## src/rtl/afifo_rd_drain.sv

```systemverilog
// afifo_rd_drain: read-side burst consumer for the FIFO.
// Pops a programmed number of words through the FIFO read port and presents
// them on a valid/ready stream. A 2-entry output buffer absorbs the FIFO's
// 1-cycle read latency so a burst can sustain one word per cycle.
module afifo_rd_drain #(
  parameter int D_WIDTH = 8,
  parameter int ADDRS   = 4
) (
  input  logic               clk,
  input  logic               rst_n,
  input  logic               burst_start,
  input  logic [ADDRS-1:0]   burst_len,
  input  logic               enable,
  input  logic               fifo_empty,
  input  logic [D_WIDTH-1:0] fifo_rdata,
  output logic               fifo_pop,
  output logic               m_valid,
  output logic [D_WIDTH-1:0] m_data,
  input  logic               m_ready,
  output logic               busy,
  output logic               done,
  output logic [ADDRS-1:0]   words_left
);

  typedef enum logic [1:0] {
    IDLE  = 2'd0,
    DRAIN = 2'd1,
    DONE  = 2'd2
  } state_t;

  state_t             state_q, state_d;
  logic [ADDRS-1:0]   words_left_q, words_left_d;
  logic [ADDRS-1:0]   pop_left_q, pop_left_d;
  logic               inflight_q;
  logic [1:0]         occ_q, occ_d;
  logic [D_WIDTH-1:0] buf0_q, buf0_d;
  logic [D_WIDTH-1:0] buf1_q, buf1_d;

  logic               xfer;
  logic [2:0]         need_cnt;

  // Next-state, pop decision and buffer bookkeeping from registered state.
  always_comb begin
    state_d      = state_q;
    words_left_d = words_left_q;
    pop_left_d   = pop_left_q;
    occ_d        = occ_q;
    buf0_d       = buf0_q;
    buf1_d       = buf1_q;

    xfer     = (occ_q != 2'd0) && m_ready;
    // Slots that will be committed after this edge; a pop is only allowed
    // when its word is guaranteed a free slot on capture.
    need_cnt = {1'b0, occ_q} + {2'b00, inflight_q} - {2'b00, xfer};
    fifo_pop = (state_q == DRAIN) && enable && !fifo_empty &&
               (pop_left_q != '0) && (need_cnt < 3'd2);

    // Buffer: capture the word popped last cycle and/or retire the head.
    unique case ({inflight_q, xfer})
      2'b11: begin
        if (occ_q == 2'd1) begin
          buf0_d = fifo_rdata;
        end else begin
          buf0_d = buf1_q;
          buf1_d = fifo_rdata;
        end
      end
      2'b01: begin
        buf0_d = buf1_q;
        occ_d  = occ_q - 2'd1;
      end
      2'b10: begin
        if (occ_q == 2'd0) begin
          buf0_d = fifo_rdata;
        end else begin
          buf1_d = fifo_rdata;
        end
        occ_d = occ_q + 2'd1;
      end
      default: begin
      end
    endcase

    if (fifo_pop) begin
      pop_left_d = pop_left_q - 1'b1;
    end
    if (xfer) begin
      words_left_d = words_left_q - 1'b1;
    end

    unique case (state_q)
      IDLE: begin
        if (burst_start) begin
          words_left_d = burst_len;
          pop_left_d   = burst_len;
          state_d      = (burst_len != '0) ? DRAIN : DONE;
        end
      end
      DRAIN: begin
        // The transfer of the final word ends the burst; every pop has
        // been issued and captured by then because counts are exact.
        if (xfer && (words_left_q == {{(ADDRS-1){1'b0}}, 1'b1})) begin
          state_d = DONE;
        end
      end
      DONE: begin
        state_d = IDLE;
      end
      default: begin
        state_d = IDLE;
      end
    endcase
  end

  // State, counters and output buffer registers.
  always_ff @(posedge clk or negedge rst_n) begin
    if (!rst_n) begin
      state_q      <= IDLE;
      words_left_q <= '0;
      pop_left_q   <= '0;
      inflight_q   <= 1'b0;
      occ_q        <= 2'd0;
      buf0_q       <= '0;
      buf1_q       <= '0;
    end else begin
      state_q      <= state_d;
      words_left_q <= words_left_d;
      pop_left_q   <= pop_left_d;
      inflight_q   <= fifo_pop;
      occ_q        <= occ_d;
      buf0_q       <= buf0_d;
      buf1_q       <= buf1_d;
    end
  end

  assign m_valid    = (occ_q != 2'd0);
  assign m_data     = buf0_q;
  assign busy       = (state_q != IDLE);
  assign done       = (state_q == DONE);
  assign words_left = words_left_q;

endmodule

```

## config.mk

```make
export PLATFORM = sky130hd
export DESIGN_NAME = afifo_rd_drain
export DESIGN_NICKNAME = d
export VERILOG_FILES = /design/src/rtl/afifo_rd_drain.sv
export SDC_FILE = /design/constraint.sdc
export NUM_CORES = 1
export LEC_CHECK = 0
export ABC_AREA = 1
export BUFFER_PORTS_ARGS = -buffer_cell sky130_fd_sc_hd__buf_2
export CELL_PAD_IN_SITES_DETAIL_PLACEMENT = 1
export CELL_PAD_IN_SITES_GLOBAL_PLACEMENT = 1
export CORE_MARGIN = 4
export CORE_UTILIZATION = 31
export DETAILED_ROUTE_END_ITERATION = 6
export PLACE_DENSITY = 0.67
export SYNTH_ARGS = -nofsm -noshare
export SYNTH_HDL_FRONTEND = slang
export SYNTH_SLANG_ARGS = --single-unit
```

## constraint.sdc

```tcl
create_clock -name clk -period 2.72 [get_ports clk]
set_input_delay 0 -clock clk [delete_from_list [all_inputs] [get_ports clk]]
set_output_delay 0 -clock clk [all_outputs]
set_load 0.01 [all_outputs]
```

==> impl_metrics.yaml <==
status:
  outcome: "finished clean"
power:
  leakage_nw: 1.19
  p_int_mw: 1.26
  power_density_nw_per_um2: 1040
  p_seq_share_pct: 34.6
  power_frac_clock_pct: 20.8
  switchingPower_uw: 925
  vdd_ir_drop_max_v: 0.000495
  swShare_pct: 42.3
  p_comb_share_pct: 44.6
route:
  num_vias: 1505
  wire_per_inst_um: 11.4
  post-route-drc-count: 0
  ant_nets: 0
  vias_per_cell: 4.34
  firstDrtPassIters: 4
  drtIter0Drc: 52
  routed_wl_um: 3960
timing:
  worstMarginPinSlew_ns: 0.676
  rsz0062_at_grt: "false"
  finClkSkew_ns: 0.00643
  setup_viol_count_final: 0
  whs_ns: 0.00872
  fin_crit_ns: 2.45
  max-slew-margin-rel_pct: 54.9
  fin_tns_setup_ns: 0
  hold_viol: 0
  slew_violations: 0
  max_freq_mhz: 409
  period_share_pct: 89.9
critical_path:
  path_cells: "inv_1, ha_1, inv_2, nand2_4, nor2_2, o21ai_0, fa_1, nand2_1, nor2_1, nand2_1, nor2_4, buf_2"
  critPathTopFamily: "adder cells"
  end_kind: "output port"
  cp-start-kind: "register"
  r2r_cells: 15
  cp_slowest_cell: "fa_1"
  crit_buf_inv: 3
  worst-path-max-fanout: 8
  rr_endpoint: "pop_left_q[2]$_DFF_PN0_"
  r2r_slack_ns: 0.31
  cpPeakStageDelay_ns: 0.52
  crit_cells: 12
  rr_startpoint: "occ_q[1]$_DFFE_PN0N_"
  cp_common_cell: "nand2_1"
  cp.required_ns: 2.72
  crit_type: "register to output port"
  critical_path_arrival_ns: 2.45
synth:
  synth-edff-count: 0
  syn_area_per_cell_sq_um: 7.24
  yosys-top-cells-area: "dfrtp_1 44%, nand2_1 13%, inv_1 12%"
  netlist.top_cell.by_area: "dfrtp_1"
  yosysSeqAreaShare_pct: 43.8
  yosys.cell_count.top_type: "nand2_1"
  synth_area_sq_um: 1660
  synth_commonest_cells: "58 x nand2_1, 55 x inv_1, 29 x dfrtp_1, 23 x o21ai_0, 18 x nor2_1"
  ys_ff_latch: 29
  synth_top_area_share_pct: 43.8
  async_flop_share_pct: 100
  synthFlopType: "dfrtp_1"
  synth_warnings: 0
  synthCells: 229
  syn_nets: 253
  synth_cell_types: 24
cts:
  clockBufferDepth: 2
  insertion_delay_ns: 0.28
  clock-sinks: 29
  cts_tree: "done"
  h-tree-depth: 2
  cts_buffers: 5
  root_buffer: "clkbuf_8"
  clk_pin_slew_ns: 0.07
floorplanning:
  start_util_pct: 32.3
  dieArea_sq_um: 6580
  die_h_um: 81.1
  boundaryPins: 34
  num_rows: 26
  core_area_sq_um: 5140
  die_width_um: 81.1
cells_and_area:
  drive_gt1_share_pct: 20.2
  n_antenna_cell: 0
  area_delta_synth_final_pct: 27.2
  nNetsFinal: 300
global_route:
  grt_max_degree: 30
  grt_pass1_wl_um: 7060
  grt_use_met1_pct: 17.7
  grt-ovfl-total: 0
  gr-usage-all-layers_pct: 14.0
  antenna_found_initial: 0
  grt.met2_usage_pct: 23.6
  met3_usage_pct: 3.10
  grt_pass1_vias: 1529
  busiest_layer: "met2"
placement:
  dp_hpwl_um: 2970
  numPortBuffers: 33
  place.gp.congestion: 0.755
hold_path:
  hold_path.startpoint: "burst_len[3]"
  hp-class: "input pin to register"
  hold_path_end: "words_left[3]$_DFF_PN0_"
  holdPathStages: 3
flow_run:
  maxCapViolCount: 0
## sequential cells by signal (all words and copies together), names as in the netlist
name,count
pop_left_q,4
inflight_q,1
occ_q,2
state_q,2
words_left,4
m_data,8
buf1_q,8
## logic make-up after synthesis
logic type | synth area share [%]
AOI/OAI and AO/OA | 9.89
buffers and inverters | 14.3
and+or+nand+nor | 26.0
adders and majority gates | 4.98
xor gates and xnor gates | 1.06
DFF | 43.8
## metal layers
metal  wire, um  vias up
met1       1840      691
met4         57        0
li1           -      777
met3        173        5
met5          0        -
met2       1880       32
## cell type report
| class | count | area (sq um) |
|---|---|---|
| fill | 685 | 3030 |
| sequential | 29 | 727 |
| multi-input combinational | 138 | 702 |
| timing repair buffer | 42 | 250 |
| inverter | 60 | 228 |
| tap | 70 | 87.6 |
| clock buffer | 5 | 68.8 |
| clock inverter | 3 | 46.3 |
## worst reg2reg max path, delay by kind of cell (launching register included)
| kind | cells | cell delay [ns] |
|---|---|---|
| fa+ha+maj | 2 | 0.74 |
| simple gates | 8 | 0.64 |
| flops | 1 | 0.39 |
| buf+inv | 3 | 0.35 |
| compound gates | 2 | 0.19 |
## through the flow
step,power [mW],cells,setup WS [ns],area [sq um],util (%)
after floorplan,1.43,229,0.356,1660,-
after global placement,1.72,330,0.306,1900,37.0
after detailed placement,1.74,330,0.201,1900,37.0
after CTS,2.22,345,0.00914,2090,40.6
after global routing,2.45,347,0.0487,2110,41.0
final,2.19,347,0.275,2110,41.0
## how the worst max path moves through the flow
stage	from	endpoint
detailed placement	occ_q[0]$_DFFE_PN0N_	pop_left_q[2]$_DFF_PN0_
global route	occ_q[1]$_DFFE_PN0N_	fifo_pop
CTS	occ_q[0]$_DFFE_PN0N_	fifo_pop
floorplan	occ_q[1]$_DFFE_PN0N_	pop_left_q[2]$_DFF_PN0_
finish	occ_q[1]$_DFFE_PN0N_	fifo_pop
global placement	occ_q[1]$_DFFE_PN0N_	pop_left_q[2]$_DFF_PN0_
## layout by cell type, fill, tap and decap left out
cell type / count
a21oi_1: 3
buf_2: 33
buf_4: 2
bufinv_16: 1
clkbuf_8: 5
clkinv_4: 1
clkinvlp_4: 1
dfrtp_1: 28
dfrtp_2: 1
dlygate4sd3_1: 7
fa_1: 1
ha_1: 5
inv_1: 55
inv_2: 4
inv_4: 1
nand2_1: 58
nand2_4: 2
nand3_1: 16
nand3b_1: 1
nand4_1: 1
nor2_1: 17
nor2_2: 1
nor2_4: 2
nor3_1: 1
o211ai_2: 1
o21ai_0: 23
o21ai_1: 1
o21ai_2: 1
o31ai_1: 1
or2_1: 1
xor2_1: 2
## power by group through the flow
| stage | Combinational [mW] | Sequential, mW | Clock (mW) |
|---|---|---|---|
| 2_1_floorplan | 0.655 | 0.773 | 0 |
| 3_3_place_gp | 0.962 | 0.760 | 0 |
| 3_5_place_dp | 0.976 | 0.764 | 0 |
| 4_1_cts | 0.994 | 0.758 | 0.472 |
| 5_1_grt | 1.16 | 0.795 | 0.491 |
| 6_report | 0.976 | 0.757 | 0.454 |
## repair_timing
action                                  in CTS  in global routing
buffers inserted                             0                  2
hold buffers                                 7                  0
endpoints found under the hold margin       35                  0
gates resized for setup                      0                  3
endpoints found under the setup margin       0                  4
Note: power is estimated with default switching activity, not from simulation.
